[config.mk]
export PLATFORM = sky130hd
export DESIGN_NAME = lane_pack_fifo
export DESIGN_NICKNAME = d
export VERILOG_FILES = /design/src/rtl/lane_pack_fifo_pkg.sv /design/src/rtl/lane_pack_fifo_assembler.sv /design/src/rtl/lane_pack_fifo.sv
export SDC_FILE = /design/constraint.sdc
export NUM_CORES = 1
export LEC_CHECK = 0
export BUFFER_PORTS_ARGS = -buffer_cell sky130_fd_sc_hd__buf_2
export CORE_MARGIN = 2
export CORE_UTILIZATION = 63
export CTS_BUF_LIST = sky130_fd_sc_hd__clkbuf_8
export CTS_CLUSTER_DIAMETER = 40
export DETAILED_ROUTE_END_ITERATION = 6
export PLACE_DENSITY_LB_ADDON = 0.15
export SYNTH_ARGS = -nofsm -noshare
export SYNTH_HDL_FRONTEND = slang
export SYNTH_SLANG_ARGS = --single-unit
export TNS_END_PERCENT = 5
[constraint.sdc]
create_clock -name clk_i -period 2.6 [get_ports clk_i]
set_input_delay 0.52 -clock clk_i [delete_from_list [all_inputs] [get_ports clk_i]]
set_output_delay 0.52 -clock clk_i [all_outputs]
set_load 0.02 [all_outputs]
[src/rtl/lane_pack_fifo_pkg.sv]
// ---------------------------------------------------------------------------
// lane_pack_fifo_pkg
// Shared definitions for the narrow-to-wide store packing path: default
// element/word geometry, the packed entry layout handed to the VLSU write side,
// and a small index-width helper.
// ---------------------------------------------------------------------------
package lane_pack_fifo_pkg;

    localparam int PACK_IN_W   = 32;
    localparam int PACK_OUT_W  = 128;
    localparam int PACK_RATIO  = PACK_OUT_W / PACK_IN_W;
    localparam int PACK_DEPTH  = 4;

    // One committed wide word. Field order is the bit layout of entry_o from the
    // assembler: {data, strb, last}.
    typedef struct packed {
        logic [PACK_OUT_W-1:0] data;
        logic [PACK_RATIO-1:0] strb;
        logic                  last;
    } pack_entry_t;

    // Index width for a 0..n-1 counter; never narrower than one bit.
    function automatic int idx_width(input int n);
        return (n > 1) ? $clog2(n) : 1;
    endfunction

endpackage

[src/rtl/lane_pack_fifo_assembler.sv]
// ---------------------------------------------------------------------------
// lane_pack_assembler
// Gathers IN_DATA_WIDTH elements into one OUT_DATA_WIDTH word. The accepted
// element is merged combinationally so a word commits in the same cycle as
// its completing element (slot RATIO-1 filled, or last_i).
// Ports:
//   clk_i, rst_ni   clock, async active-low reset
//   flush_i         drop the partial word, fill index back to 0
//   push_i          element accepted this cycle
//   data_i, last_i  element and transfer-end flag
//   commit_o        entry_o must be written to storage this cycle
//   entry_o         {data, strb, last} of the word being committed
// ---------------------------------------------------------------------------
module lane_pack_assembler
    import lane_pack_fifo_pkg::*;
#(
    parameter int IN_DATA_WIDTH  = PACK_IN_W,
    parameter int OUT_DATA_WIDTH = PACK_OUT_W,
    parameter int RATIO          = OUT_DATA_WIDTH / IN_DATA_WIDTH,
    parameter int ENTRY_W        = OUT_DATA_WIDTH + RATIO + 1
) (
    input  logic                     clk_i,
    input  logic                     rst_ni,
    input  logic                     flush_i,
    input  logic                     push_i,
    input  logic [IN_DATA_WIDTH-1:0] data_i,
    input  logic                     last_i,
    output logic                     commit_o,
    output logic [ENTRY_W-1:0]       entry_o
);

    localparam int FILL_W = idx_width(RATIO);

    logic [OUT_DATA_WIDTH-1:0] r_data;
    logic [RATIO-1:0]          r_strb;
    logic [FILL_W-1:0]         r_fill;

    logic [OUT_DATA_WIDTH-1:0] w_data;
    logic [RATIO-1:0]          w_strb;
    logic                      w_slot_last;

    assign w_slot_last = (r_fill == FILL_W'(RATIO - 1));
    assign commit_o    = push_i & (w_slot_last | last_i);

    // Assembly register with the incoming element dropped into its slot.
    always_comb begin
        w_data = r_data;
        w_strb = r_strb;
        for (int k = 0; k < RATIO; k++) begin
            if (push_i && (r_fill == FILL_W'(k))) begin
                w_data[k*IN_DATA_WIDTH +: IN_DATA_WIDTH] = data_i;
                w_strb[k]                                 = 1'b1;
            end
        end
    end

    assign entry_o = {w_data, w_strb, last_i};

    always_ff @(posedge clk_i or negedge rst_ni) begin
        if (!rst_ni) begin
            r_data <= '0;
            r_strb <= '0;
            r_fill <= '0;
        end else if (flush_i || commit_o) begin
            // Committed words leave the register clean so unfilled slots of
            // the next partial word read back as zero.
            r_data <= '0;
            r_strb <= '0;
            r_fill <= '0;
        end else if (push_i) begin
            r_data <= w_data;
            r_strb <= w_strb;
            r_fill <= r_fill + FILL_W'(1);
        end
    end

endmodule

[src/rtl/lane_pack_fifo.sv]
// ---------------------------------------------------------------------------
// lane_pack_fifo
// Narrow-to-wide packing FIFO for the store path. Elements are packed into
// wide words by lane_pack_assembler; completed words land in a DEPTH-entry
// first-word-fall-through queue read by the VLSU write side.
// Ports:
//   clk_i, rst_ni, flush_i          clock, async active-low reset, sync clear
//   data_i, valid_i, last_i, ready_o  element push handshake
//   data_o, strb_o, last_o          head word, element mask, transfer end
//   valid_o, ready_i                head pop handshake
//   usage_o                         committed wide entries, 0..DEPTH
// ---------------------------------------------------------------------------
module lane_pack_fifo
    import lane_pack_fifo_pkg::*;
#(
    parameter int IN_DATA_WIDTH  = PACK_IN_W,
    parameter int OUT_DATA_WIDTH = PACK_OUT_W,
    parameter int DEPTH          = PACK_DEPTH,
    parameter int RATIO          = OUT_DATA_WIDTH / IN_DATA_WIDTH,
    parameter int ADDR_DEPTH     = (DEPTH > 1) ? $clog2(DEPTH) : 1
) (
    input  logic                      clk_i,
    input  logic                      rst_ni,
    input  logic                      flush_i,
    input  logic [IN_DATA_WIDTH-1:0]  data_i,
    input  logic                      valid_i,
    input  logic                      last_i,
    output logic                      ready_o,
    output logic [OUT_DATA_WIDTH-1:0] data_o,
    output logic [RATIO-1:0]          strb_o,
    output logic                      last_o,
    output logic                      valid_o,
    input  logic                      ready_i,
    output logic [ADDR_DEPTH:0]       usage_o
);

    localparam int ENTRY_W = OUT_DATA_WIDTH + RATIO + 1;

    typedef struct packed {
        logic [OUT_DATA_WIDTH-1:0] data;
        logic [RATIO-1:0]          strb;
        logic                      last;
    } entry_t;

    entry_t                r_mem [DEPTH];
    logic [ADDR_DEPTH-1:0] r_wr_ptr;
    logic [ADDR_DEPTH-1:0] r_rd_ptr;
    logic [ADDR_DEPTH:0]   r_usage;

    logic                  w_push;
    logic                  w_pop;
    logic                  w_commit;
    logic [ENTRY_W-1:0]    w_entry_bits;
    entry_t                w_entry;
    entry_t                w_head;

    // Pointers wrap explicitly so non-power-of-two depths work.
    function automatic logic [ADDR_DEPTH-1:0] ptr_inc(input logic [ADDR_DEPTH-1:0] p);
        return (p == ADDR_DEPTH'(DEPTH - 1)) ? '0 : p + ADDR_DEPTH'(1);
    endfunction

    // ready_o depends on stored state only; it also holds off pushes that
    // would not commit, keeping the handshake free of combinational paths.
    assign ready_o = (r_usage != (ADDR_DEPTH+1)'(DEPTH));
    assign valid_o = (r_usage != '0);
    assign w_push  = valid_i & ready_o;
    assign w_pop   = valid_o & ready_i;

    lane_pack_assembler #(
        .IN_DATA_WIDTH  (IN_DATA_WIDTH),
        .OUT_DATA_WIDTH (OUT_DATA_WIDTH),
        .RATIO          (RATIO),
        .ENTRY_W        (ENTRY_W)
    ) u_asm (
        .clk_i    (clk_i),
        .rst_ni   (rst_ni),
        .flush_i  (flush_i),
        .push_i   (w_push),
        .data_i   (data_i),
        .last_i   (last_i),
        .commit_o (w_commit),
        .entry_o  (w_entry_bits)
    );

    assign w_entry = w_entry_bits;
    assign w_head  = r_mem[r_rd_ptr];
    assign data_o  = w_head.data;
    assign strb_o  = w_head.strb;
    assign last_o  = w_head.last;
    assign usage_o = r_usage;

    always_ff @(posedge clk_i or negedge rst_ni) begin
        if (!rst_ni) begin
            for (int i = 0; i < DEPTH; i++) r_mem[i] <= '0;
            r_wr_ptr <= '0;
            r_rd_ptr <= '0;
            r_usage  <= '0;
        end else if (flush_i) begin
            // Storage contents are left stale; empty pointers hide them.
            r_wr_ptr <= '0;
            r_rd_ptr <= '0;
            r_usage  <= '0;
        end else begin
            if (w_commit) begin
                r_mem[r_wr_ptr] <= w_entry;
                r_wr_ptr        <= ptr_inc(r_wr_ptr);
            end
            if (w_pop) r_rd_ptr <= ptr_inc(r_rd_ptr);
            case ({w_commit, w_pop})
                2'b10:   r_usage <= r_usage + 1'b1;
                2'b01:   r_usage <= r_usage - 1'b1;
                default: r_usage <= r_usage;
            endcase
        end
    end

    // Geometry sanity at elaboration.
    if (RATIO * IN_DATA_WIDTH != OUT_DATA_WIDTH) begin : g_bad_ratio
        $error("lane_pack_fifo: OUT_DATA_WIDTH must be a multiple of IN_DATA_WIDTH");
    end
    if (DEPTH < 1) begin : g_bad_depth
        $error("lane_pack_fifo: DEPTH must be at least 1");
    end

    a_no_empty_pop: assert property (@(posedge clk_i) disable iff (!rst_ni)
        (!valid_o && ready_i) |-> !w_pop);

    a_stable_in: assert property (@(posedge clk_i) disable iff (!rst_ni || flush_i)
        (valid_i && !ready_o) |=> ($stable(data_i) && $stable(last_i)));

endmodule

# == After elaboration in Yosys (flattened, before gate mapping) ==
# Index checks and enable logic that the tools add are counted.
# word_totals
register_bits,673
out_inout_bits,138
# op_classes
addsub,5
n_lt_le_gt_ge,3
n_eq_ne,8
muxes,28
bitwise_logic,7
n_reduce_logical,13
# ops
cell,count
532-bit bitwise mux,1
133-bit two-way mux,3
133-bit binary-select mux with 2-bit select,1
133-bit demux with 2-bit select,1
128-bit two-way mux,2
32-bit two-way mux,4
2-bit two-way mux,8
"2-bit equality test, second input constant",5
4-bit two-way mux,2
"2-bit by 1-bit adder with 2-bit output, second input constant",3
"3-bit >= comparator, second input constant",2
2-bit inverter with 3-bit output,2
3-bit one-hot mux with 2 select lines,1
2-bit nonzero test,3
3-bit nonzero test,2
1-bit logical AND,5
"2-bit by 1-bit equality test with 1-bit output, second input constant",2
1-bit two-way mux,4
"3-bit by 1-bit adder with 3-bit output, second input constant",1
1-bit AND,3
"3-bit by 1-bit less-than comparator with 1-bit output, second input constant",1
3-bit two-way mux,1
"3-bit != test, second input constant",1
"3-bit by 1-bit subtractor with 3-bit output, second input constant",1
5 further kinds,5

# == Depth between registers and ports, before layout ==
# depth
ltp_word,6
mapped_depth,7
mapped_depth_nobuf,6

# == Cells and area by module ==
# Synthesis repeated with hierarchy kept, for this count alone.
# unflattened
hier_cells,1923
hier_area_um2,31652.9
# modules_own_cells
module,n_inst,cells_per_inst,area_each_um2,seq_area_each_um2
lane_pack_fifo,1,1339,24527.3,13487.9
lane_pack_assembler,1,584,7125.6,3353.2

# == Worst setup path after synthesis ==
# No wires, ideal clock.
# synth_path
kind,register to output
start,reg r_rd_ptr[0]
end,out data_o[59]
t_arrival_ns,1.697
path_slack_ns,0.383
path_stages_with_launch,4
n_path_buf,2
path_cell_list,dfrtp_1 clkbuf_1 buf_1 mux4_2
# synth_between
elab_chain_len,4
# synth_lines
item,line_no,text
from (decl),lane_pack_fifo.sv:47,logic [ADDR_DEPTH-1:0] r_rd_ptr;
from (signal assigned),lane_pack_fifo.sv:108,if (w_pop) r_rd_ptr <= ptr_inc(r_rd_ptr);
2-bit inverter with 3-bit output (not written as such),lane_pack_fifo.sv:86,assign w_head = r_mem[r_rd_ptr];
133-bit binary-select mux with 2-bit select,lane_pack_fifo.sv:86,
133-bit two-way mux (not written as such) (2 in a row),lane_pack_fifo.sv:86,
to (decl),lane_pack_fifo.sv:29,"output logic [OUT_DATA_WIDTH-1:0] data_o,"
# No other way between the ends. The select of a mux whose other input is x is not followed.

# == Final worst setup path ==
# layout_path
start,reg r_rd_ptr[0]
end,out data_o[107]
# Same word-level chain as after synthesis.

==> run summary <==
Clock tree buffer depth - 3
Final instance area - 33,000 µm²
Clock tree root buffer cell - clkbuf_8
H-tree depth - 3
Post-synth top area share - 0.596
Crit path to - data_o[107]
FP Rows - 77
Fraction of layout cells with a size suffix above 1 - 0.205
Peak per-stage delay on the critical path - 0.55 ns
Kind of start point of the critical path - register
Setup Viol. Count Final - 133
Vias in the first global route - 21,176
Psw - 13.2 mW
Die H - 216 µm
Routed WL - 71,700 µm
Syn Nets - 2,555
Worst Max-Slew Pin Slew - 0.636 ns
Final Critical Period - 2.82 ns
Placed Instance Area - 30,100 µm²
CP most frequent cell - buf_12
Cell internal pwr - 25.2 mW
FILL cells - 2,814
Reg2reg end - r_mem[483]
CP arrival - 2.30 ns
Clock slew at reported path FFs - 0.06 ns
CP Max Fanout - 15
Syn Area/Cell - 11.3 µm²
Worst setup path start - r_rd_ptr[0]
I/O pin total - 176
Final setup margin - -0.220 ns
Peak supply drop - 0.825 mV
Combinational Power Share - 0.359
Reg power frac - 0.392
Flop-to-flop setup slack - 0.19 ns
Setup CP Type - reg2out
Unrepaired setup endpoints after global routing - yes
Cells after synthesis - 2,508
Gr ovfl total - 0
Mapped Area - 28,300 µm²
Largest net degree at the start of global routing - 119
Iter 0 DRT Violations - 1,889
Reg2Reg Depth - 6
Detail Placement HPWL - 43,600 µm
CTS Sinks - 673
Total negative slack - -22.32 ns
Static Leak - 14.7 nW
Post-synth top area cell - dfrtp_1
Cell Chain, Critical Path - buf_12 -> buf_12 -> mux4_2 -> buf_2
Layout Area Growth over Synthesis - 16.8%
Outcome - complete, but fails checks
Reg-to-Reg Start - usage_o[0]
Global-route wire length before repair - 114,000 µm
Number of detailed-route iterations in the first pass - 6
Type of the tightest min-delay check - in2reg
Failing checks - negative setup slack
Wire length per cell - 21.3 µm
Power share of the clock group - 0.250
Die area - 46,600 µm²
Core Box Area - 44,200 µm²
Pwr Total - 38.4 mW
Max-cap check violation count - 0
Crit path max-delay cell type - mux4_2
Horiz. Die Dim - 216 µm
Fin util - 0.747
Starting Density - 0.639
Switching portion of total power - 0.344
Final Non-Filler Cells - 3,364
Placed instance count - 3,153
Crit end category - output pin
Pwr/cell area - 1160 nW/µm²
Synth area leaders - dfrtp_1 (60%), mux4_2 (11%), a21oi_1 (9.4%)
Sequential fraction of the synthesis area - 0.596
Period utilization - 1.08
Num CTS Buffers - 109
Drt via density - 6.10
I/O Buffers - 175
Antenna cells - 0
Routed Antenna Nets - 0
DRC viols - 0
Tot GR Track Use - 0.313
Layout Nets - 2,733
Fin. max-slew vios - 0
Slew margin rel. - 0.576
Final GP Congestion - 0.807
Yosys reg bits - 673
Clock skew - 0.0340 ns
CTS tree - built
Ys Warns - 0
Dpl ws - 0.245 ns
Hold slack - 0.179 ns
CP required - 2.08 ns
Achievable Freq - 0.355 GHz
Final Hold Vio Count - 0
Via Count - 20,536
Worst-skew pair later-pin latency - 0.70 ns
Library cells used by synthesis - 31
Initial antenna violation count - 0
[routing by layer]
metal  routed length, µm  part of all wire  vias to the layer above  GRT usage
met1               28800              0.40                    10472      0.423
met2               35400              0.49                      798      0.506
li1                    -                 -                     9091          -
met3                4950             0.069                      175     0.0572
met5                   0                 0                        -          0
met4                2490             0.035                        0      0.138
[cells in the mapped netlist, drive strengths merged]
cell	count
a22o	1
or3	2
o21ai	134
nor4b	4
mux2i	129
mux2	5
a21oi	532
dfrtp	673
o21a	1
xnor2	1
xor2	1
nor2	537
ha	8
mux4	133
clkbuf	85
fa	1
nor2b	1
buf	107
or3b	1
o31a	1
inv	5
and3	4
nor3b	3
nand2	133
nor3	6
[placed cells by master (no fill, tap or decap), types with 2 or more instances in the layout]
master,count
buf_6,37
inv_6,2
clkbuf_8,139
clkinvlp_4,4
buf_4,28
and3_2,4
buf_2,138
nor3_1,6
nor3b_1,2
ha_1,8
nand2_1,133
a21oi_1,531
nor2_1,537
mux2i_1,129
clkbuf_16,5
o21ai_0,90
nor4b_2,4
bufinv_16,7
buf_12,41
dfrtp_4,2
mux4_2,133
mux2_2,5
buf_16,8
o21ai_1,44
clkinv_2,6
dfrtp_1,671
inv_1,43
[power groups by stage]
| stage | logic, mW | registers [mW] | clock network [mW] |
|---|---|---|---|
| CTS | 13.4 | 14.9 | 9.71 |
| global route | 14.7 | 15.3 | 10.2 |
| detailed placement | 12.5 | 15.1 | 0 |
| global placement | 12.2 | 14.9 | 0 |
| floorplan | 8.89 | 14.6 | 0 |
| finish | 13.8 | 15.0 | 9.58 |
[what timing repair did]
| item | 4_1_cts | 5_1_grt |
|---|---|---|
| hold buffers | 1 | 0 |
| setup buffers | 5 | 0 |
| endpoints found under the hold margin | 21 | 0 |
| cloned | 3 | 5 |
| gates resized for setup | 57 | 32 |
| pin swaps | 0 | 1 |
| setup endpoints to repair | 133 | 134 |
[worst max-delay path: cells and delay by family, from the launching register on]
family                 cells  cell delay [ns]
DFF                        1             0.47
buffers and inverters      3             0.56
muxes                      1             0.55
[sequential cells by signal (all words and copies together), names as in the netlist]
register,count
r_mem,532
u_asm.r_fill,2
r_rd_ptr,2
u_asm.r_strb,4
usage_o,3
r_wr_ptr,2
u_asm.r_data,128
[how the worst min path moves through the flow]
stage,startpoint,to,cells after the start
after floorplan,rst_ni,r_mem[0],0
after global placement,rst_ni,r_mem[307],1
after detailed placement,rst_ni,r_mem[440],1
after CTS,last_i,r_mem[133],2
after global routing,last_i,r_mem[133],2
final,last_i,r_mem[266],2
[logic make-up (layout without fill, tap and decap cells)]
| logic type | Yosys count | in the layout | synth area share |
|---|---|---|---|
| and+or+nand+nor | 691 | 691 | 0.0943 |
| DFF | 673 | 673 | 0.596 |
| AOI/OAI and AO/OA | 669 | 669 | 0.119 |
| muxes | 267 | 267 | 0.154 |
| buffers and inverters | 197 | 461 | 0.0327 |
| adders and majority gates | 9 | 9 | 0.00425 |
| xor gates and xnor gates | 2 | 2 | 0.000620 |
[area by class of cell]
cell class	count	area, µm²	area share
Multi-Input combinational cell	1638	10600	0.320
Clock inverter	58	434	0.0132
Sequential cell	673	16800	0.510
Inverter	5	18.8	0.000568
Timing Repair Buffer	259	2510	0.0760
Tap cell	592	741	0.0224
Clock buffer	139	1910	0.0579
(Power assumes the default switching activity.)
